File: src/rtl/vector_extension_writeback.sv
// Vector extension writeback: buffers a widened 512-bit result and
// serialises it into per-register VRF writes over the destination group.
module vector_extension_writeback #(
  parameter int VLEN      = 64,
  parameter int NUM_VREGS = 32,
  parameter int MAX_GROUP = 8
) (
  input  logic                          clock,
  input  logic                          reset,
  input  logic                          in_valid,
  output logic                          in_ready,
  input  logic [1:0]                    ext_factor,
  input  logic [$clog2(NUM_VREGS)-1:0]  vd_address,
  input  logic [VLEN-1:0]               vd,
  input  logic [VLEN-1:0]               vd_high,
  input  logic [VLEN*(MAX_GROUP-2)-1:0] vd_extra,
  output logic                          vrf_write_enable,
  output logic [$clog2(NUM_VREGS)-1:0]  vrf_write_address,
  output logic [VLEN-1:0]               vrf_write_data,
  input  logic                          vrf_write_ready,
  output logic                          busy,
  output logic                          done,
  output logic                          illegal
);

  localparam int AW = $clog2(NUM_VREGS);
  localparam int IW = $clog2(MAX_GROUP);
  localparam int BW = VLEN * MAX_GROUP;

  typedef enum logic [1:0] {
    IDLE,
    WRITE,
    DONE,
    FAULT
  } state_e;

  state_e          state_q;
  logic [BW-1:0]   buf_q;
  logic [AW-1:0]   base_q;
  logic [IW:0]     cnt_q;
  logic [IW-1:0]   idx_q;
  logic            in_ready_q;
  logic            wen_q;
  logic [AW-1:0]   waddr_q;
  logic [VLEN-1:0] wdata_q;
  logic            busy_q;
  logic            done_q;
  logic            illegal_q;

  logic [IW:0]     cnt_d;
  logic [IW-1:0]   idx_d;
  logic            accept;
  logic            bad_req;
  logic            last_beat;

  always_comb begin
    cnt_d     = (IW+1)'(1) << ext_factor;
    idx_d     = idx_q + IW'(1);
    accept    = in_valid && in_ready_q;
    // A group of 2^k registers must start on a 2^k boundary
    bad_req   = (ext_factor == 2'b00) ||
                ((vd_address & AW'(cnt_d - (IW+1)'(1))) != '0);
    last_beat = ({1'b0, idx_q} == (cnt_q - (IW+1)'(1)));
  end

  always_ff @(posedge clock or posedge reset) begin
    if (reset) begin
      state_q    <= IDLE;
      buf_q      <= '0;
      base_q     <= '0;
      cnt_q      <= '0;
      idx_q      <= '0;
      in_ready_q <= 1'b0;
      wen_q      <= 1'b0;
      waddr_q    <= '0;
      wdata_q    <= '0;
      busy_q     <= 1'b0;
      done_q     <= 1'b0;
      illegal_q  <= 1'b0;
    end else begin
      unique case (state_q)
        IDLE: begin
          in_ready_q <= 1'b1;
          if (accept) begin
            buf_q      <= {vd_extra, vd_high, vd};
            base_q     <= vd_address;
            cnt_q      <= cnt_d;
            idx_q      <= '0;
            in_ready_q <= 1'b0;
            busy_q     <= 1'b1;
            if (bad_req) begin
              state_q   <= FAULT;
              illegal_q <= 1'b1;
            end else begin
              state_q <= WRITE;
              wen_q   <= 1'b1;
              waddr_q <= vd_address;
              wdata_q <= vd;
            end
          end
        end
        WRITE: begin
          if (vrf_write_ready) begin
            if (last_beat) begin
              state_q <= DONE;
              wen_q   <= 1'b0;
              waddr_q <= '0;
              wdata_q <= '0;
              done_q  <= 1'b1;
            end else begin
              idx_q   <= idx_d;
              waddr_q <= base_q + AW'(idx_d);
              wdata_q <= buf_q[idx_d*VLEN +: VLEN];
            end
          end
        end
        DONE: begin
          state_q    <= IDLE;
          done_q     <= 1'b0;
          busy_q     <= 1'b0;
          in_ready_q <= 1'b1;
        end
        FAULT: begin
          state_q    <= IDLE;
          illegal_q  <= 1'b0;
          busy_q     <= 1'b0;
          in_ready_q <= 1'b1;
        end
        default: state_q <= IDLE;
      endcase
    end
  end

  assign in_ready          = in_ready_q;
  assign vrf_write_enable  = wen_q;
  assign vrf_write_address = waddr_q;
  assign vrf_write_data    = wdata_q;
  assign busy              = busy_q;
  assign done              = done_q;
  assign illegal           = illegal_q;

endmodule

File: config.mk
export PLATFORM = sky130hd
export DESIGN_NAME = vector_extension_writeback
export DESIGN_NICKNAME = d
export VERILOG_FILES = /design/src/rtl/vector_extension_writeback.sv
export SDC_FILE = /design/constraint.sdc
export NUM_CORES = 2
export LEC_CHECK = 0
export ABC_AREA = 1
export BUFFER_PORTS_ARGS = -buffer_cell sky130_fd_sc_hd__buf_2
export CELL_PAD_IN_SITES_DETAIL_PLACEMENT = 0
export CELL_PAD_IN_SITES_GLOBAL_PLACEMENT = 1
export CORE_MARGIN = 5
export CORE_UTILIZATION = 35
export CTS_BUF_LIST = sky130_fd_sc_hd__clkbuf_2
export DETAILED_ROUTE_END_ITERATION = 10
export PLACE_DENSITY_LB_ADDON = 0.1
export SLEW_MARGIN = 5
export SYNTH_ARGS = -nofsm -noshare
export SYNTH_HDL_FRONTEND = slang
export SYNTH_SLANG_ARGS = --single-unit
File: constraint.sdc
create_clock -name clock -period 27.2 [get_ports clock]
set_input_delay 4.08 -clock clock [delete_from_list [all_inputs] [get_ports clock]]
set_output_delay 4.08 -clock clock [all_outputs]
set_load 0.01 [all_outputs]
Yosys cells after proc, flatten, opt, wreduce, memory -nomap -nowiden
Cells that the tools add are included.
{"block": "classes", "n_reduce_logical": 18, "n_bitwise": 1, "mul": 0, "div": 0, "n_addsub": 4, "mux": 34, "magnitude_cmp": 0, "n_eq_ne": 10, "shift": 2}
{"op": "indexed part select 512 x 10 -> 64 bit", "count": 1}
{"op": "2-to-1 mux 64 bit", "count": 4}
{"op": "one-hot mux 64 bit (2 select lines)", "count": 1}
{"op": "2-to-1 mux 5 bit", "count": 4}
{"op": "inequality test 2 bit (second input constant)", "count": 6}
{"op": "2-to-1 mux 1 bit", "count": 10}
{"op": "one-hot mux 1 bit (2 select lines)", "count": 5}
{"op": "one-hot mux 5 bit (2 select lines)", "count": 1}
{"op": "2-to-1 mux 3 bit", "count": 3}
{"op": "AND reduction 3 bit", "count": 3}
{"op": "2-to-1 mux 2 bit", "count": 4}
{"op": "AND reduction 4 bit", "count": 2}
{"op": "nonzero test 2 bit", "count": 4}
{"op": "one-hot mux 2 bit (3 select lines)", "count": 1}
{"op": "one-hot mux 3 bit (2 select lines)", "count": 1}
{"op": "adder 5 x 3 -> 5 bit", "count": 1}
{"op": "bitwise AND 5 bit", "count": 1}
{"op": "AND reduction 5 bit", "count": 1}
{"op": "nonzero test 5 bit", "count": 1}
{"op": "subtractor 4 x 1 -> 5 bit (second input constant)", "count": 1}
{"op": "== test 2 bit (second input constant)", "count": 2}
{"op": "== test 3 x 4 -> 1 bit", "count": 1}
{"op": "zero test 2 bit", "count": 2}
{"op": "AND reduction 2 bit", "count": 2}
{"op": "other kinds (7)", "count": 7}
{"block": "totals", "mem_bits_ro": 0, "latch_bits": 0, "mem_bits_rw": 0, "register_bits": 600, "elab_cells": 81, "memories": 0}

Depth between registers and ports, before layout
{"block": "depth", "word_depth": 8, "ltp_mapped": 13}

Least setup slack after synthesis
Ideal clock, no wire load.
{"block": "synth_timing", "path_type": "input to register", "startpoint": "input ext_factor[1]", "endpoint": "register wdata_q[14] (netlist: vrf_write_data[14])", "path_stages": 12, "arrival_ns": 5.331, "slack_ns": 21.791, "path_buffers": 1, "setup_ns": 0.077, "t_required_ns": 27.123, "path_cell_list": "inv_2 nand2_1 ha_1 inv_1 nand2_1 nand3_1 o21ai_2 nand2_4 inv_2 buf_2 nor2_1 a21oi_1"}
{"block": "synth_via", "elab_chain_cells": 7, "word_cells_on_any_way": 8, "cone_classes": "add/sub (1); eq/ne (1); shift (1); bitwise (1); reduce/logical (4)"}
{"element": "start: declaration", "line_no": "12", "text": "input logic [1:0] ext_factor,"}
{"element": "<< shifter 1 x 2 -> 4 bit", "line_no": "57", "text": "cnt_d = (IW+1)'(1) << ext_factor;"}
{"element": "subtractor 4 x 1 -> 5 bit", "line_no": "62", "text": "((vd_address & AW'(cnt_d - (IW+1)'(1))) != '0);"}
{"element": "bitwise AND 5 bit", "line_no": "62"}
{"element": "nonzero test 5 bit", "line_no": "62"}
{"element": "logical OR 1 bit *", "line_no": "61", "text": "bad_req = (ext_factor == 2'b00) ||"}
{"element": "inequality test 2 bit (no line) *"}
{"element": "AND reduction 4 bit (no line) *"}
{"element": "end signal: assignment", "line_no": "98", "text": "wdata_q <= vd;"}
{"element": "end signal: assignment", "line_no": "113", "text": "wdata_q <= buf_q[idx_d*VLEN +: VLEN];"}
{"element": "end: declaration", "line_no": "45", "text": "logic [VLEN-1:0] wdata_q;"}
Every way passes the cells marked *; elsewhere a longest branch is shown, timed or not.
A chain may end at the register's enable or synchronous reset.

Final worst setup path
{"block": "layout_timing", "startpoint": "register wdata_q[32] (netlist: vrf_write_data[32])", "endpoint": "output vrf_write_data[32]"}
{"element": "end: declaration", "line_no": "19", "text": "output logic [VLEN-1:0] vrf_write_data,"}
No word-level cell between the ends.

==> metrics.md <==
| Metric | Value |
|---|---|
| P&R area growth vs syn | 18.13% |
| CP endpoint kind | primary output |
| First-pass GRT wire length | between 150,000 and 200,000 um |
| Worst-skew pair later-pin latency | between 1000 and 1500 ps |
| Post-CTS sizing | 0 |
| Fin. Hold Viols | 0 |
| CP max stage cell | dfrtp_1 |
| Max stage delay on crit path | a little under 500 ps |
| Worst Hold Launch | buf_q[441] |
| Period utilization | between 20% and 30% |
| Cell count after synthesis | roughly 3.8k |
| Clock Skew | between 80 and 90 ps |
| Fmax achieved | about 0.17 GHz |
| DR WL/cell | 19.63 um |
| Ratio of cells with drive above 1 in the final layout | between 20 and 25% |
| Final Setup Violations | 0 |
| Leak | around 18 nW |
| Vias in the first global route | about 26k |
| Total grt overflow | 0 |
| Total GRT Usage | 24.36% |
| PortBufs | approximately 600 |
| Hold Crit Class | register to register |
| Vias post-DR | roughly 26k |
| Most frequent cells in the layout | nand2_1 (1,825), dfrtp_1 (599), buf_2 (596), nand3_1 (385), clkbuf_2 (255) |
| Mapped cell area | ~28,000 sq um |
| Setup bufs post-CTS | 0 |
| Starting density of the core | a little over a third |
| Number of remaining DRC errors | 0 |
| RR Endpoint | vrf_write_address[3] |
| Max transition margin | 16.03% |
| Max-cap violation count | 0 |
| Top Ports | 597 |
| Reg2Reg Setup Slack | around 23,000 ps |
| RSZ-0062 raised after global routing | no |
| Reg2Reg Depth | 10 |
| Commonest non-fill, non-tap cell in the layout | nand2_1 |
| Crit Path Max Fanout | 2 |
| Hold_buf cts | 0 |
| Post-DRT Antenna Nets | 0 |
| Crit path max-delay family | flip-flops |
| CP Cell Sequence | buf_2 |
| Status | completed |
| Req. time, crit path | about 23,000 ps |
| Post-layout min period | 6032 ps |
| Startpoint types | register |
| Crit path buf inv count | 1 |
| CTS clk-pin slew, worst paths | approximately 90 ps |
| Maximum VDD drop | about 110 uV |
| CTS tree | done |
| DRT iter0 DRCs | roughly 1.7k |
| Max-slew violations | 0 |
| Detailed Place HPWL | around 71,000 um |
| CTS H-tree lvls | 4 |
| Clock buffer depth | 3 |
| Count of cell types in the netlist | 25 |
| Row cnt | ~100 |
| Crit path DAT | ~2000 ps |
| Via density | between 4 and 5 |
| Crit Reg-Reg Startpoint | idx_q[0] |
| Routed wire length | 108,400 um |
| Setup CP Type | register to primary output |
| Synth Register Bits | 600 |
| CTS sink cnt | 600 |
| YS warnings | 0 |
| Avg Inst Size Synth | around 7.5 sq um |
| Die width | ~290 um |
| Slew @ Worst Pin | roughly 1300 ps |
| Layout net count | 4,837 |
| Largest net degree at the start of global routing | between 200 and 250 |
| Initial antenna violation count | 43 |
| Post-route setup TNS | 0 ps |
| Die area | around 86,000 sq um |
| Routability cong. | around 0.82 |
| Pwr per Cell Area | roughly 130 nW/um^2 |
| Post-Route Utilization | about two fifths |
| Register area share after synthesis | 53.22% |
| Hold depth | 2 |
| DR pass1 iterations | 5 |
| CTS root buf | clkbuf_2 |
| Hold path endpoint | buf_q[441] |
| Post-synth net total | ~4.3k |
| CTS Buf Count | between 150 and 200 |
| Die Span Y | roughly 290 um |
| Core footprint | approximately 80,000 sq um |
power by group:
| part | switching [W] | internal (W) |
|---|---|---|
| combinational | 0.00133 | 0.000613 |
| clock | 0.000405 | 0.000296 |
| sequential | 0.000234 | 0.00132 |
| total | 0.00197 | 0.00223 |
tightest hold or removal path: stages, from the launching register on:
cell and delay (ps):
dfrtp_1 350, nand2_1 50, nand2_1 40
registers in the layout, summed over array words and instances (netlist names):
signal,flops
base_q,5
buf_q,512
busy,1
cnt_q,4
done,1
idx_q,3
illegal,1
in_ready,1
state_q,2
vrf_write_address,5
vrf_write_data,64
vrf_write_enable,1
layer usage:
layer | wire length, um | part of all wire [%] | track usage [%]
met1 | 50370 | 46 | 35.45
met2 | 48940 | 45 | 36.61
met3 | 6459 | 6.0 | 4.747
met4 | 2590 | 2.4 | 8.101
met5 | 28 | 0.026 | 0
worst max path at each step:
stage	depth (start not counted)	endpoint	startpoint
final	1	vrf_write_data[32]	vrf_write_data[32]
after global routing	1	vrf_write_data[29]	vrf_write_data[29]
after CTS	1	vrf_write_data[29]	vrf_write_data[29]
after detailed placement	13	vrf_write_data[28]	ext_factor[1]
after global placement	13	vrf_write_data[15]	ext_factor[1]
after floorplan	1	base_q[0]	reset
cells in the mapped netlist, drive strengths merged:
| cell type | count | share of area, % |
|---|---|---|
| dfrtp | 600 | 53 |
| nand3b | 1 | 0.027 |
| ha | 7 | 0.31 |
| inv | 150 | 2.0 |
| clkbuf | 94 | 1.3 |
| o21ai | 199 | 3.5 |
| xor2 | 3 | 0.093 |
| fa | 1 | 0.071 |
| buf | 156 | 2.9 |
| o211ai | 9 | 0.24 |
| nand2 | 1826 | 24 |
| nand4 | 13 | 0.29 |
| xnor2 | 2 | 0.062 |
| a21oi | 125 | 2.2 |
| nand3 | 386 | 6.8 |
| clkinv | 12 | 0.16 |
| nor2 | 178 | 2.4 |
kinds of logic after synthesis:
group | count (synthesis) | share of synthesized area, %
and+or+nand+nor | 2404 | 33.89
xor gates and xnor gates | 5 | 0.1553
AOI/OAI and AO/OA | 333 | 6.001
adders and majority gates | 8 | 0.3814
DFF | 600 | 53.22
buffers and inverters | 412 | 6.355
layout make-up:
type / instances / area (sq um)
well taps: 1060 / 1326
clock buffers: 255 / 1276
fillers: 8797 / 46960
diodes: 28 / 70.07
repair buffers: 623 / 3236
multi-input cells: 2750 / 11450
inverters: 162 / 638.1
clock inverters: 44 / 311.5
flip-flops and latches: 600 / 15020
through the flow:
step	total power, W	cells	instance area (sq um)	worst slack, ps	hold slack [ps]
2_1_floorplan	0.002884	3762	28210	6325	441.7
3_3_place_gp	0.003509	5195	31670	20020	453.4
3_5_place_dp	0.003534	5195	31670	19930	457.9
4_1_cts	0.004256	5494	33260	20950	476.8
5_1_grt	0.004595	5510	33300	21010	489.0
6_report	0.004195	5522	33330	21170	471.4
No activity file was read; power rests on OpenSTA's default activity.
